--- src/rtl/ysyx_22041071_ifu_axi_rd.sv ---
// IF-stage AXI4 read master: one single-beat fetch in flight, redirect (flush) aware.
// Optional R-wait watchdog enabled by defining YSYX_22041071_IFU_RD_TMO_EN.
module ysyx_22041071_ifu_axi_rd #(
  parameter int unsigned ADDR_W  = 64,
  parameter int unsigned DATA_W  = 64,
  parameter int unsigned ID_W    = 4,
  parameter int unsigned RD_ID   = 0,
  parameter int unsigned TMO_CYC = 255
) (
  input  logic              clk,
  input  logic              reset_n,
  input  logic              fetch_valid,
  input  logic [ADDR_W-1:0] fetch_addr,
  output logic              fetch_ready,
  input  logic              flush,
  output logic              arvalid,
  input  logic              arready,
  output logic [ADDR_W-1:0] araddr,
  output logic [ID_W-1:0]   arid,
  output logic [7:0]        arlen,
  output logic [2:0]        arsize,
  output logic [1:0]        arburst,
  input  logic              rvalid,
  output logic              rready,
  input  logic [DATA_W-1:0] rdata,
  input  logic [1:0]        rresp,
  input  logic              rlast,
  input  logic [ID_W-1:0]   rid,
  output logic              cpu_r_valid,
  input  logic              cpu_r_ready,
  output logic [DATA_W-1:0] cpu_r_data,
  output logic [ADDR_W-1:0] cpu_r_addr,
  output logic [1:0]        cpu_resp
);

  typedef enum logic [1:0] {StIdle, StAr, StR, StOut} state_e;

  state_e              r_state;
  logic [ADDR_W-1:0]   r_addr;
  logic [ADDR_W-1:0]   r_araddr;
  logic                r_arvalid;
  logic                r_rready;
  logic                r_drop;
  logic                r_cpu_r_valid;
  logic [DATA_W-1:0]   r_cpu_r_data;
  logic [ADDR_W-1:0]   r_cpu_r_addr;
  logic [1:0]          r_cpu_resp;
  logic                w_fetch_ready;
  logic [1:0]          w_beat_resp;

`ifdef YSYX_22041071_IFU_RD_TMO_EN
  logic [7:0]          r_tmo_cnt;
`else
  logic                w_tmo_unused;
  assign w_tmo_unused = ^(TMO_CYC[7:0]);
`endif

  // rready still high outside R means a timed-out beat has not been sunk yet.
  assign w_fetch_ready = reset_n && (r_state == StIdle) && !flush && !r_rready;
  assign w_beat_resp   = ((rid != ID_W'(RD_ID)) || !rlast) ? 2'b10 : rresp;

  assign fetch_ready = w_fetch_ready;
  assign arvalid     = r_arvalid;
  assign araddr      = r_araddr;
  assign arid        = ID_W'(RD_ID);
  assign arlen       = 8'd0;
  assign arsize      = 3'd3;
  assign arburst     = 2'b01;
  assign rready      = r_rready;
  assign cpu_r_valid = r_cpu_r_valid;
  assign cpu_r_data  = r_cpu_r_data;
  assign cpu_r_addr  = r_cpu_r_addr;
  assign cpu_resp    = r_cpu_resp;

  always_ff @(posedge clk or negedge reset_n) begin
    if (!reset_n) begin
      r_state       <= StIdle;
      r_addr        <= '0;
      r_araddr      <= '0;
      r_arvalid     <= 1'b0;
      r_rready      <= 1'b0;
      r_drop        <= 1'b0;
      r_cpu_r_valid <= 1'b0;
      r_cpu_r_data  <= '0;
      r_cpu_r_addr  <= '0;
      r_cpu_resp    <= 2'b00;
`ifdef YSYX_22041071_IFU_RD_TMO_EN
      r_tmo_cnt     <= 8'd0;
`endif
    end else begin
      unique case (r_state)
        StIdle: begin
          if (fetch_valid && w_fetch_ready) begin
            r_addr    <= fetch_addr;
            r_araddr  <= fetch_addr & ~ADDR_W'(7);
            r_arvalid <= 1'b1;
            r_state   <= StAr;
          end
`ifdef YSYX_22041071_IFU_RD_TMO_EN
          if (r_rready && rvalid) begin
            r_rready <= 1'b0;
            r_drop   <= 1'b0;
          end
`endif
        end
        StAr: begin
          // AR must complete even when redirected; the beat is dropped later.
          if (flush) r_drop <= 1'b1;
          if (arready) begin
            r_arvalid <= 1'b0;
            r_rready  <= 1'b1;
            r_state   <= StR;
`ifdef YSYX_22041071_IFU_RD_TMO_EN
            r_tmo_cnt <= 8'd0;
`endif
          end
        end
        StR: begin
          if (rvalid) begin
            r_rready <= 1'b0;
            if (r_drop || flush) begin
              r_drop  <= 1'b0;
              r_state <= StIdle;
            end else begin
              r_cpu_r_data  <= rdata;
              r_cpu_resp    <= w_beat_resp;
              r_cpu_r_addr  <= r_addr;
              r_cpu_r_valid <= 1'b1;
              r_state       <= StOut;
            end
          end else begin
            if (flush) r_drop <= 1'b1;
`ifdef YSYX_22041071_IFU_RD_TMO_EN
            if (r_tmo_cnt == 8'(TMO_CYC - 1)) begin
              r_cpu_r_data  <= '0;
              r_cpu_resp    <= 2'b11;
              r_cpu_r_addr  <= r_addr;
              r_cpu_r_valid <= 1'b1;
              r_drop        <= 1'b1;
              r_state       <= StOut;
            end else begin
              r_tmo_cnt <= r_tmo_cnt + 8'd1;
            end
`endif
          end
        end
        StOut: begin
          if (flush || cpu_r_ready) begin
            r_cpu_r_valid <= 1'b0;
            r_state       <= StIdle;
          end
`ifdef YSYX_22041071_IFU_RD_TMO_EN
          if (r_rready && rvalid) begin
            r_rready <= 1'b0;
            r_drop   <= 1'b0;
          end
`endif
        end
        default: r_state <= StIdle;
      endcase
    end
  end

endmodule
--- config.mk ---
export PLATFORM = sky130hd
export DESIGN_NAME = ysyx_22041071_ifu_axi_rd
export DESIGN_NICKNAME = d
export VERILOG_FILES = /design/src/rtl/ysyx_22041071_ifu_axi_rd.sv
export SDC_FILE = /design/constraint.sdc
export NUM_CORES = 1
export LEC_CHECK = 0
export BUFFER_PORTS_ARGS = -buffer_cell sky130_fd_sc_hd__clkbuf_2
export CAP_MARGIN = 20
export CORE_MARGIN = 4
export CORE_UTILIZATION = 39
export DETAILED_ROUTE_END_ITERATION = 6
export HOLD_SLACK_MARGIN = 0.02
export PLACE_DENSITY = 0.68
export SLEW_MARGIN = 10
export SYNTH_ARGS = -nofsm -noshare
export SYNTH_HDL_FRONTEND = slang
export SYNTH_SLANG_ARGS = --single-unit
--- constraint.sdc ---
create_clock -name clk -period 5.4 [get_ports clk]
set_input_delay 0.27 -clock clk [delete_from_list [all_inputs] [get_ports clk]]
set_output_delay 0.27 -clock clk [all_outputs]
set_load 0.02 [all_outputs]
==> qor.txt <==
status: finished clean
CP Capture Type: flop
hold depth: 2
DRT iter0 DRCs: 182
critical path fanouts, max: 87
critical path cell sequence: dlygate4sd3_1, clkbuf_8, nand2b_1, or4_4, buf_4, mux2_4
Core ar.: 20,600 um^2
sequential cell area: 5000 um^2
Layout area overhead: 24.1%
worst path arrival time: 3170 ps
die area: 23,600 um^2
DR WL/cell: 17.2 um
critical path class: input port to flop
Placer Congestion: 0.747
post-route worst setup slack: 2530 ps
crit path time final: 2870 ps
Vias: 4,990
Mapped Area: 8260 um^2
Final ANT Viol Nets: 0
Crit-path slowest cell: or4_4
yosys warns: 0
Slew headroom: 38.5%
Sequential Power Share: 41.8%
fin crit share: 53.1%
Post-CTS Setup Bufs: 0
GRT Residual Overflow: 0
vias in the first global route: 5,287
Num CTS Buffers: 17
port bufs: 336
Post-Syn Area per Cell: 15.6 um^2
Net Sw Power: 2.21 mW
FF-to-FF End: cpu_r_data[10]$_DFFE_PN0P_
footprint of the multi-input gates: 2570 um^2
RSZ-0062 raised after global routing: no
Pins Over Slew Limit: 0
Rows: 52
Peak Freq: 0.349 GHz
maxcap violations: 0
non-filler instance count after layout: 1,089
Final TNS setup: 0 ps
placed insts: 1,057
layout cell share with drive strength beyond 1: 69.2%
worst reg2reg path startpoint: r_state[0]$_DFFE_PN0P_
largest net degree at the start of global routing: 88
Int Pwr: 3.66 mW
Pwr per Cell Area: 572 nW/um^2
#FFs+latches synth: 200
ANT cells: 0
CP required: 5700 ps
HP Start: rdata[41]
Hold/Removal Path Class: input port to flop
Chip Width: 154 um
Yosys cell types: 21
sw frac: 37.7%
dpl ws: 2590 ps
Fin. Hold Viols: 0
CP peak stage delay: 800 ps
post-DP HPWL: 13.8 mm
residual DRC count: 0
Max IR drop VDD: 0.251 mV
global-route wire length before repair: 29.5 mm
Finished Core Util: 49.9%
overall routing resource usage: 15.7%
largest delay contributor family on the critical path: buffers and inverters
drt total wl: 18.8 mm
Pre-Repair DR Iteration Count: 4
initial antenna violation count: 1
Comb power frac: 36.4%
num ports: 357
Reg2Reg Depth: 5
CTS tree: yes
sequential element share of the synthesized area: 60.6%
Sink Count: 200
clock share of power: 21.8%
post-synthesis instance total: 531
final-layout fill cell count: 1,829
htree depth: 4
die height: 154 um
Setup crit start kind: input port
Worst R2R Setup Slack: 2950 ps
Clk pin slew, worst setup/hold paths: 80 ps
clock network latency to the later pin of the worst-skew pair: 420 ps
count of final setup violators: 0
Pleak: 5.86 nW
Least-Margin Pin Slew: 922 ps
clk_skew: 6.98 ps
Buf+Inv Stages, Crit Path: 3
Hold Path End: cpu_r_data[41]$_DFFE_PN0P_
clock tree buffer depth: 2
starting density of the core: 40.2%
final net count: 949
vias per cell: 4.58
CTS Root Cell: clkbuf_16
## power by group through the flow
stage	Combinational (mW)	Sequential, mW	Clock (mW)
4_1_cts	2.18	2.46	1.33
3_3_place_gp	2.14	2.47	0
2_1_floorplan	1.23	2.86	0
6_report	2.14	2.45	1.28
5_1_grt	2.27	2.54	1.39
3_5_place_dp	2.17	2.49	0
## layout make-up
type | count | area share [%]
Timing Repair Buffer | 343 | 17.0
Clock inverter | 13 | 1.59
Clock buffer | 18 | 4.19
Tap cell | 270 | 3.30
Inverter | 1 | 0.0366
Sequential cell | 200 | 48.8
Multi-Input combinational cell | 244 | 25.1
## layer usage
layer / up-vias / share of wire [%] / track usage [%]
li1: 2283 / - / -
met1: 2479 / 40 / 19.3
met2: 214 / 50 / 26.3
met3: 12 / 8.8 / 5.79
met4: 2 / 1.1 / 4.08
met5: - / 0.037 / 0
## what timing repair did
action,4_1_cts,5_1_grt
endpoints found under the hold margin,84,0
hold buffers,1,0
gates resized for setup,0,0
## state kept, by name, summed over array words and instances (netlist names)
name and count:
cpu_r_data 64, arvalid 1, cpu_r_addr 64, rready 1
r_addr 64, r_state 2, r_drop 1, cpu_r_valid 1
cpu_resp 2
## synth_stat cells
cell / instances / area (um^2)
nand4_1: 1 / 6.26
nand3b_1: 1 / 7.51
nand2b_1: 3 / 18.8
buf_2: 16 / 80.1
a21oi_1: 3 / 15.0
dfrtp_1: 200 / 5000
mux2_4: 38 / 571
and3_1: 1 / 6.26
mux2_2: 156 / 1760
o21a_1: 1 / 7.51
clkbuf_1: 2 / 7.51
buf_6: 5 / 56.3
nand2_1: 5 / 18.8
or4_4: 1 / 11.3
nor4_1: 2 / 12.5
inv_1: 1 / 3.75
nor2_1: 4 / 15.0
conb_1: 2 / 7.51
o211ai_1: 3 / 22.5
o21ai_0: 5 / 25.0
buf_4: 81 / 608
## cell usage in the layout (no fill, tap or decap), drive strengths merged, types with 2 or more instances in the layout
cell / instances
nand2b: 3
conb: 20
a21oi: 3
nor2: 4
nor4: 2
clkbuf: 354
nand2: 5
dfrtp: 200
o21ai: 5
buf: 6
mux2: 194
o211ai: 3
inv: 7
clkinv: 6
## logic make-up after synthesis
kind of cell           Yosys count  share of synthesized area (%)
AOI/OAI and AO/OA               12                          0.848
buffers and inverters          105                           9.15
DFF                            200                           60.6
muxes                          194                           28.2
other                            2                         0.0909
and+or+nand+nor                 18                           1.17
## worst register-to-register path, cell delays in order (launching register included)
cell and delay (ps):
dfrtp_1 480, inv_1 120, nand4_1 120, buf_4 340, buf_4 770, mux2_2 500
## worst max path at each step
stage,cells after the start,from,endpoint,slack (ps)
6_report,6,reset_n,r_addr[48]$_DFFE_PN0P_,2530
5_1_grt,6,reset_n,r_addr[47]$_DFFE_PN0P_,2320
4_1_cts,6,reset_n,r_addr[47]$_DFFE_PN0P_,2480
3_3_place_gp,5,reset_n,r_addr[44]$_DFFE_PN0P_,2610
2_1_floorplan,5,rready$_DFFE_PN0P_,r_addr[29]$_DFFE_PN0P_,3630
3_5_place_dp,5,reset_n,r_addr[0]$_DFFE_PN0P_,2590
## stage by stage
step / area (um^2) / power [mW] / hold slack (ps)
2_1_floorplan: 8330 / 4.09 / -25.6
3_3_place_gp: 9650 / 4.61 / 371
3_5_place_dp: 9650 / 4.66 / 371
4_1_cts: 10300 / 5.97 / 46.4
5_1_grt: 10300 / 6.20 / 45.3
6_report: 10300 / 5.87 / 74.3
No activity file was read; power rests on OpenSTA's default activity.
